<file path="src/rtl/gon_gather_sequencer.sv">
`default_nettype none
// ============================================================================
// Module   : gon_gather_sequencer
// Summary  : Gather-side X-bus slave driver. It sweeps a range of column tags
//            and captures PE values into a small FIFO for GLB writeback.
//            The optional skip-on-timeout is enabled by GON_GATHER_TIMEOUT_EN.
// Revision : 1.0 - initial release
// ============================================================================
module gon_gather_sequencer #(
  parameter int ID_LEN     = 5,
  parameter int VALUE_LEN  = 32,
  parameter int FIFO_DEPTH = 4,
  parameter int TIMEOUT    = 15
) (
  input  logic                 clk,
  input  logic                 rst,
  input  logic                 start,
  input  logic [ID_LEN-1:0]    tag_base,
  input  logic [ID_LEN:0]      tag_count,
  output logic                 busy,
  output logic                 done,
  output logic [ID_LEN:0]      ready_tag,
  input  logic [VALUE_LEN:0]   enable_value,
  output logic                 out_valid,
  input  logic                 out_ready,
  output logic [ID_LEN-1:0]    out_tag,
  output logic [VALUE_LEN-1:0] out_data,
  output logic                 timeout_err
);

  localparam int c_ptr_w   = $clog2(FIFO_DEPTH);
  localparam int c_entry_w = ID_LEN + VALUE_LEN;

  localparam logic [1:0] c_idle  = 2'd0;
  localparam logic [1:0] c_issue = 2'd1;
  localparam logic [1:0] c_drain = 2'd2;

  logic [1:0]           r_state;
  logic [1:0]           w_next_state;
  logic [ID_LEN-1:0]    r_cur_tag;
  logic [ID_LEN:0]      r_remaining;
  logic [c_entry_w-1:0] r_mem [FIFO_DEPTH];
  logic [c_ptr_w-1:0]   r_wr_ptr;
  logic [c_ptr_w-1:0]   r_rd_ptr;
  logic [c_ptr_w:0]     r_count;
  logic [c_entry_w-1:0] w_head;

  logic w_full;
  logic w_empty;
  logic w_ready;
  logic w_enable;
  logic w_capture;
  logic w_skip;
  logic w_advance;
  logic w_pop;
  logic w_start_ok;
  logic w_last;

  assign w_full     = (r_count == (c_ptr_w+1)'(FIFO_DEPTH));
  assign w_empty    = (r_count == '0);
  assign w_ready    = (r_state == c_issue) && !w_full;
  assign w_enable   = enable_value[VALUE_LEN];
  assign w_capture  = w_ready && w_enable;
  assign w_advance  = w_capture || w_skip;
  assign w_pop      = !w_empty && out_ready;
  assign w_start_ok = start && (r_state == c_idle);
  assign w_last     = (r_remaining == (ID_LEN+1)'(1));

  always_ff @(posedge clk) begin
    if (rst) begin
      r_state <= c_idle;
    end else begin
      r_state <= w_next_state;
    end
  end

  always_comb begin
    w_next_state = r_state;
    case (r_state)
      c_idle: begin
        if (start) begin
          w_next_state = (tag_count == '0) ? c_drain : c_issue;
        end
      end
      c_issue: begin
        if (w_advance && w_last) begin
          w_next_state = c_drain;
        end
      end
      c_drain: begin
        if (w_empty) begin
          w_next_state = c_idle;
        end
      end
      default: w_next_state = c_idle;
    endcase
  end

  always_comb begin
    busy      = (r_state != c_idle);
    done      = (r_state == c_drain) && w_empty;
    ready_tag = '0;
    if (r_state == c_issue) begin
      ready_tag = {w_ready, r_cur_tag};
    end
  end

  // Tag walk; the tag wraps naturally at 2^ID_LEN.
  always_ff @(posedge clk) begin
    if (rst) begin
      r_cur_tag   <= '0;
      r_remaining <= '0;
    end else if (w_start_ok) begin
      r_cur_tag   <= tag_base;
      r_remaining <= tag_count;
    end else if (w_advance) begin
      r_cur_tag   <= r_cur_tag + 1'b1;
      r_remaining <= r_remaining - 1'b1;
    end
  end

  always_ff @(posedge clk) begin
    if (rst) begin
      r_wr_ptr <= '0;
      r_rd_ptr <= '0;
      r_count  <= '0;
    end else begin
      if (w_capture) begin
        r_wr_ptr <= r_wr_ptr + 1'b1;
      end
      if (w_pop) begin
        r_rd_ptr <= r_rd_ptr + 1'b1;
      end
      r_count <= r_count + {{c_ptr_w{1'b0}}, w_capture} - {{c_ptr_w{1'b0}}, w_pop};
    end
  end

  always_ff @(posedge clk) begin
    if (w_capture) begin
      r_mem[r_wr_ptr] <= {r_cur_tag, enable_value[VALUE_LEN-1:0]};
    end
  end

  // Head is masked so stale storage never shows on an empty FIFO.
  assign w_head    = r_mem[r_rd_ptr];
  assign out_valid = !w_empty;
  assign out_tag   = w_empty ? '0 : w_head[c_entry_w-1:VALUE_LEN];
  assign out_data  = w_empty ? '0 : w_head[VALUE_LEN-1:0];

`ifdef GON_GATHER_TIMEOUT_EN
  localparam int c_wait_w = (TIMEOUT > 1) ? $clog2(TIMEOUT) : 1;

  logic [c_wait_w-1:0] r_wait_cnt;
  logic                r_timeout_err;

  // Only cycles actually offered to the PE (ready=1) count toward the limit.
  assign w_skip = w_ready && !w_enable && (r_wait_cnt == c_wait_w'(TIMEOUT - 1));

  always_ff @(posedge clk) begin
    if (rst || w_advance || (r_state != c_issue)) begin
      r_wait_cnt <= '0;
    end else if (w_ready && !w_enable) begin
      r_wait_cnt <= r_wait_cnt + 1'b1;
    end
  end

  always_ff @(posedge clk) begin
    if (rst || w_start_ok) begin
      r_timeout_err <= 1'b0;
    end else if (w_skip) begin
      r_timeout_err <= 1'b1;
    end
  end

  assign timeout_err = r_timeout_err;
`else
  assign w_skip      = 1'b0;
  // Without the counter a tag is retried forever; the flag can never rise.
  assign timeout_err = (TIMEOUT < 0);
`endif

endmodule
`default_nettype wire

</file>
<file path="config.mk">
export PLATFORM = sky130hd
export DESIGN_NAME = gon_gather_sequencer
export DESIGN_NICKNAME = d
export VERILOG_FILES = /design/src/rtl/gon_gather_sequencer.sv
export SDC_FILE = /design/constraint.sdc
export NUM_CORES = 1
export LEC_CHECK = 0
export BUFFER_PORTS_ARGS = -buffer_cell sky130_fd_sc_hd__buf_2
export CAP_MARGIN = 20
export CELL_PAD_IN_SITES_DETAIL_PLACEMENT = 1
export CELL_PAD_IN_SITES_GLOBAL_PLACEMENT = 1
export CORE_UTILIZATION = 40
export DETAILED_ROUTE_END_ITERATION = 12
export HOLD_SLACK_MARGIN = 0.03
export PLACE_DENSITY = 0.71
export REMOVE_ABC_BUFFERS = 1
export SYNTH_ARGS = -nofsm -noshare
export SYNTH_HDL_FRONTEND = slang
export SYNTH_SLANG_ARGS = --single-unit
</file>
<file path="constraint.sdc">
create_clock -name clk -period 2.8 [get_ports clk]
set_input_delay 0.56 -clock clk [delete_from_list [all_inputs] [get_ports clk]]
set_output_delay 0.56 -clock clk [all_outputs]
set_load 0.05 [all_outputs]
</file>
==> results of run 1 <==
## stage by stage
step	setup slack, ns	instance area [um^2]	hold slack, ns	total power (uW)	std cells
3_5_place_dp	0.2318	7616	0.4891	5746	684
3_3_place_gp	0.3198	7616	0.4816	5701	684
6_report	0.1784	8152	0.3533	7771	716
4_1_cts	0.02374	8149	0.3286	7874	716
5_1_grt	0.03453	8152	0.3362	8088	716
2_1_floorplan	-0.3745	6725	0.4583	5018	362
## per-layer routing
| layer | vias to the layer above | GRT usage, % | wire length (um) |
|---|---|---|---|
| li1 | 1683 | - | - |
| met1 | 1838 | 20.76 | 6047 |
| met2 | 96 | 26.81 | 6652 |
| met3 | 14 | 5.326 | 717 |
| met4 | 0 | 4.789 | 142 |
| met5 | - | 0 | 0 |
## cells in the mapped netlist, types with 2 or more instances
cell       instances  area (um^2)
dfxtp_1           22        440.4
nor4_1             2        12.51
mux4_2            37        833.3
o221ai_1           5        43.79
a21oi_1            8        40.04
buf_2              3        15.01
nor2_1            18        67.56
inv_1             13        48.80
and2_1            47        294.0
a2111oi_2          4        60.06
xor2_1             2        17.52
o31ai_1            2        15.01
ha_1               9        112.6
nand2_1           10        37.54
xnor2_1            2        17.52
buf_4              3        22.52
o21ai_0            5        25.02
clkbuf_1           7        26.28
nor3b_1            2        15.01
and3_1             2        12.51
buf_1              3        11.26
edfxtp_1         148         4444
nand3_1            3        15.01
## final cells by class
type / instances / area [um^2]
multi-input cells: 178 / 1788
flip-flops and latches: 170 / 4890
clock inverters: 13 / 100.1
well taps: 220 / 275.3
fillers: 1630 / 8432
clock buffers: 19 / 432.9
inverters: 14 / 57.56
repair buffers: 102 / 608.1
## cell families after synthesis
family,share of synthesized area (%)
multiplexers,12.22
other,0.05501
adder cells (fa/ha/maj),1.946
buffers and inverters,2.184
flip-flops,71.66
AO/OA/AOI/OAI,3.286
XOR/XNOR,0.5140
AND/OR/NAND/NOR,8.132
## power by group through the flow
stage / registers, uW / logic [uW] / clock network [uW]
floorplan: 3090 / 1930 / 0
global placement: 3010 / 2690 / 0
detailed placement: 3020 / 2720 / 0
CTS: 2970 / 2730 / 2170
global route: 2990 / 2840 / 2260
finish: 2970 / 2680 / 2120
## worst register-to-register path, cell delays in order (launching register included)
cell and delay (ns):
dfxtp_1 0.34, and2b_4 0.30, and3_4 0.32, clkinv_4 0.15, ha_1 0.31, inv_1 0.06
ha_1 0.13, inv_1 0.05, fa_1 0.37, xor2_1 0.19, xnor2_1 0.15, nor2_1 0.05
## registers in the layout, summed over array words and instances, names as in the netlist, named ones only
signal       flops
r_count          3
r_cur_tag        5
r_mem          148
r_rd_ptr         2
r_remaining      6
r_state          2
r_wr_ptr         2
## final timing paths
path / startpoint / slack (ns) / endpoint
hold reg to reg: r_remaining[3]$_SDFFE_PP0P_ / 0.49 / r_remaining[3]$_SDFFE_PP0P_
hold / removal: enable_value[12] / 0.35 / r_mem[2][12]$_DFFE_PP_
setup reg to reg: r_state[1]$_SDFFE_PP0P_ / 0.25 / r_count[2]$_SDFF_PP0_
setup / recovery: flip-flop / 0.18 / out_data[12]
==> results.toml, run 1 <==
[route]
vias = 3631
wl_per_cell_um = 18.94
firstDrtPassIters = 4
ant_nets = 0
wl_um = 13560
route.detailed.drc = 0
viasPerCell = 5.071
first_iter_violations = 229

[critical_path]
critPathMaxFanout = 24
cp-end-kind = "primary output"
path_class = "flip-flop to primary output"
crit_required_ns = 2.24
critPathMaxStageDelay_ns = 0.54
cp_slowest_cell = "mux4_2"
cp_num_cells = 4
path_cells = "buf_12 > mux4_2 > and2_1 > buf_2"
r2r.worst_path.cells = 11
cp_num_buf_inv = 2
worstPathArrival_ns = 2.06
path_delay_family = "multiplexers"
worst_setup_path_start_kind = "flip-flop"

[pwr]
p_switching_uw = 2840
irDropWorstVdd_uv = 639.5
power_density_nw_per_um2 = 953.3
pwr-share-comb_pct = 34.5
switching_share_pct = 36.55
power_frac_seq_pct = 38.2
clkPwrFrac_pct = 27.3
power_leakage_uw = 0.002865
p_int_uw = 4930

[placed_design]
port_buffers = 93
place_congestion = 0.7522
place_hpwl_um = 8671

[cts]
cts_buffers = 17
path_clk_slew_ns = 0.06
cts_resized = 0
cts_max_level = 4
clock_sinks = 170
cts-root-buf = "clkbuf_16"
cts_setup_buffers = 0
cts_buffer_depth = 2
cts.hold.buffers_added = 0
cts_tree = "done"
clk_latency_ns = 0.42

[cells_and_area]
n_antenna_cell = 0
drive_above_1_share_pct = 37.30
final_nets = 541
synthToLayoutAreaGrowth_pct = 19.59
layout_common_cells = "edfxtp_1 (148), buf_2 (93), and2_1 (43)"
final_util_pct = 49.16
final_common_cell = "edfxtp_1"

[hold_path]
hold_class = "input port to flip-flop"
whs_path_depth = 1

[timing]
slew_headroom_pct = 60.03
tns_ns = 0
final_max_slew_viol_count = 0
clock_skew_ns = 0.009085
rsz0062_at_grt = "no"
setup_viol = 0
final-hold-violation-count = 0
worst_pin_slew_ns = 0.5983
final.period_utilization_pct = 93.63
max_freq_mhz = 381.4
fin_crit_ns = 2.622

[floorplan]
core_um2 = 16580
rows = 47
num_io_pins = 95
die-area_um2 = 17570
die_w_um = 132.5
start_util_pct = 41.10
die_h_um = 132.5

[global_route]
antenna_found_initial = 0
grt_pass1_wl_um = 21330
grt_max_degree = 42
grt_pass1_vias = 3939
grt-ovfl-total = 0
grt_usage_pct = 16.36

[yosys]
synth_edf_count = 148
synth-async-reset-ratio_pct = 0
synthDistinctLibCells = 46
yosysWarnings = 0
seq_area_frac_synth_pct = 71.66
synth.avg_cell_area_um2 = 17.94
ys_ff_latch = 170
syn_inst = 380
synth_area_um2 = 6817
synthFlopType = "edfxtp_1"

[run]
maxCapViolations = 0

[status]
status = "finished clean"
Power figures use the tool's default switching activity.
==> inputs of run 2 (changes only) <==
==> constraint.sdc (replaced) <==
create_clock -name clk -period 2.69 [get_ports clk]
set_input_delay 0.538 -clock clk [delete_from_list [all_inputs] [get_ports clk]]
set_output_delay 0.538 -clock clk [all_outputs]
set_load 0.05 [all_outputs]
==> results.toml, run 2 (synthesis results as in run 1) <==
[pwr]
power_density_nw_per_um2 = 1026
power_frac_seq_pct = 36.6
switching_share_pct = 34.88
clkPwrFrac_pct = 30.5
p_switching_uw = 2953
p_int_uw = 5512
pwr-share-comb_pct = 32.9
irDropWorstVdd_uv = 519.6
power_leakage_uw = 0.002898

[critical_path]
cp_slowest_cell = "or3_2"
path_delay_family = "simple AND/OR/NAND/NOR gates"
critPathMaxStageDelay_ns = 0.47
r2r_slack_ns = 0.21
cp_num_buf_inv = 2
path_class = "flip-flop to primary output"
worst_setup_path_start_kind = "flip-flop"
path_cells = "or3_2 > buf_4 > nor3b_1 > buf_2"
cp-end-kind = "primary output"
crit_required_ns = 2.15
worstPathArrival_ns = 2.05
critPathMaxFanout = 41

[global_route]
grt-ovfl-total = 0
grt_pass1_wl_um = 21850
grt_pass1_vias = 4060
grt_max_degree = 42
grt_usage_pct = 16.80
antenna_found_initial = 0

[cells_and_area]
synthToLayoutAreaGrowth_pct = 21.04
final_common_cell = "edfxtp_1"
n_antenna_cell = 0
reg_top3 = "r_mem: 148 flops, r_remaining: 6 flops, r_cur_tag: 5 flops"
final_nets = 541
layout_common_cells = "edfxtp_1 (148), buf_2 (93), and2_1 (43)"
num-fill-cells = 1600
largest_register_ffs = 148
regMostFlops = "r_mem"
drive_above_1_share_pct = 37.37

[cts]
cts-root-buf = "clkbuf_16"
cts_max_level = 4
clock_sinks = 170
clk_latency_ns = 0.42
cts_buffers = 17
path_clk_slew_ns = 0.06
cts_buffer_depth = 2
cts_tree = "done"

[timing]
rsz0062_at_grt = "yes"
final-hold-violation-count = 0
fin_crit_ns = 2.592
tns_ns = 0
clock_skew_ns = 0.006929
slew_headroom_pct = 63.63
worst_pin_slew_ns = 0.5443
setup_viol = 0
final.period_utilization_pct = 96.35
max_freq_mhz = 385.8
setup_ws_ns = 0.09830
final_max_slew_viol_count = 0

[floorplan]
rows = 47
core_um2 = 16580
die-area_um2 = 17570
die_h_um = 132.5
start_util_pct = 41.10
num_io_pins = 95
die_w_um = 132.5

[hold_path]
hold_class = "input port to flip-flop"

[placed_design]
place_congestion = 0.7818
port_buffers = 93
dp_slack_ns = 0.06895
place_hpwl_um = 8898

[route]
wl_um = 13740
vias = 3657
firstDrtPassIters = 4
wl_per_cell_um = 19.22
viasPerCell = 5.115
route.detailed.drc = 0
first_iter_violations = 172
ant_nets = 0

[run]
maxCapViolations = 0

[status]
status = "finished clean"
==> run 2: path summary, 6_finish.rpt <==
check / cells past startpoint / from / endpoint
hold / removal: 1 / enable_value[1] / r_mem[1][1]$_DFFE_PP_
setup reg to reg: 11 / r_count[1]$_SDFF_PP0_ / r_count[2]$_SDFF_PP0_
setup / recovery: 4 / r_count[1]$_SDFF_PP0_ / done
hold reg to reg: 2 / r_remaining[3]$_SDFFE_PP0P_ / r_remaining[3]$_SDFFE_PP0P_
==> run 2: per-stage QoR <==
step                cell area (um^2)  total power [uW]  hold WS, ns  utilization (%)  std cells
floorplan                       6725              5223       0.4583                -        362
global placement                7609              5925       0.4825            45.88        683
detailed placement              7609              5976       0.5063            45.88        683
CTS                             8243              8574       0.3140            49.71        714
global route                    8250              8790       0.3182            49.75        715
finish                          8250              8465       0.3359            49.75        715
==> run 2: layout make-up <==
| cell class | instances | area [um^2] | share of cell area (%) |
|---|---|---|---|
| flip-flops and latches | 170 | 4890 | 59.27 |
| multi-input cells | 178 | 1788 | 21.67 |
| repair buffers | 102 | 611.8 | 7.416 |
| clock buffers | 18 | 429.2 | 5.202 |
| well taps | 220 | 275.3 | 3.336 |
| clock inverters | 13 | 198.9 | 2.411 |
| inverters | 14 | 57.56 | 0.6976 |
==> run 2: power by group through the flow <==
| stage | Clock [uW] | Sequential (uW) | Combinational, uW |
|---|---|---|---|
| global placement | 0 | 3140 | 2790 |
| CTS | 2640 | 3100 | 2840 |
| detailed placement | 0 | 3150 | 2830 |
| floorplan | 0 | 3220 | 2010 |
| finish | 2580 | 3100 | 2790 |
| global route | 2720 | 3110 | 2960 |
==> run 2: what timing repair did <==
item,in CTS,in global routing
cloned,0,0
pin swaps,0,1
hold buffers,0,0
resized for setup,2,0
buffers inserted,0,1
setup endpoints to repair,21,2
==> run 2: layer usage <==
metal / part of all wire (%) / global-route usage, %
met5: 0 / 0
met1: 44 / 20.41
met3: 4.5 / 4.713
met2: 50 / 28.86
met4: 1.1 / 5.619
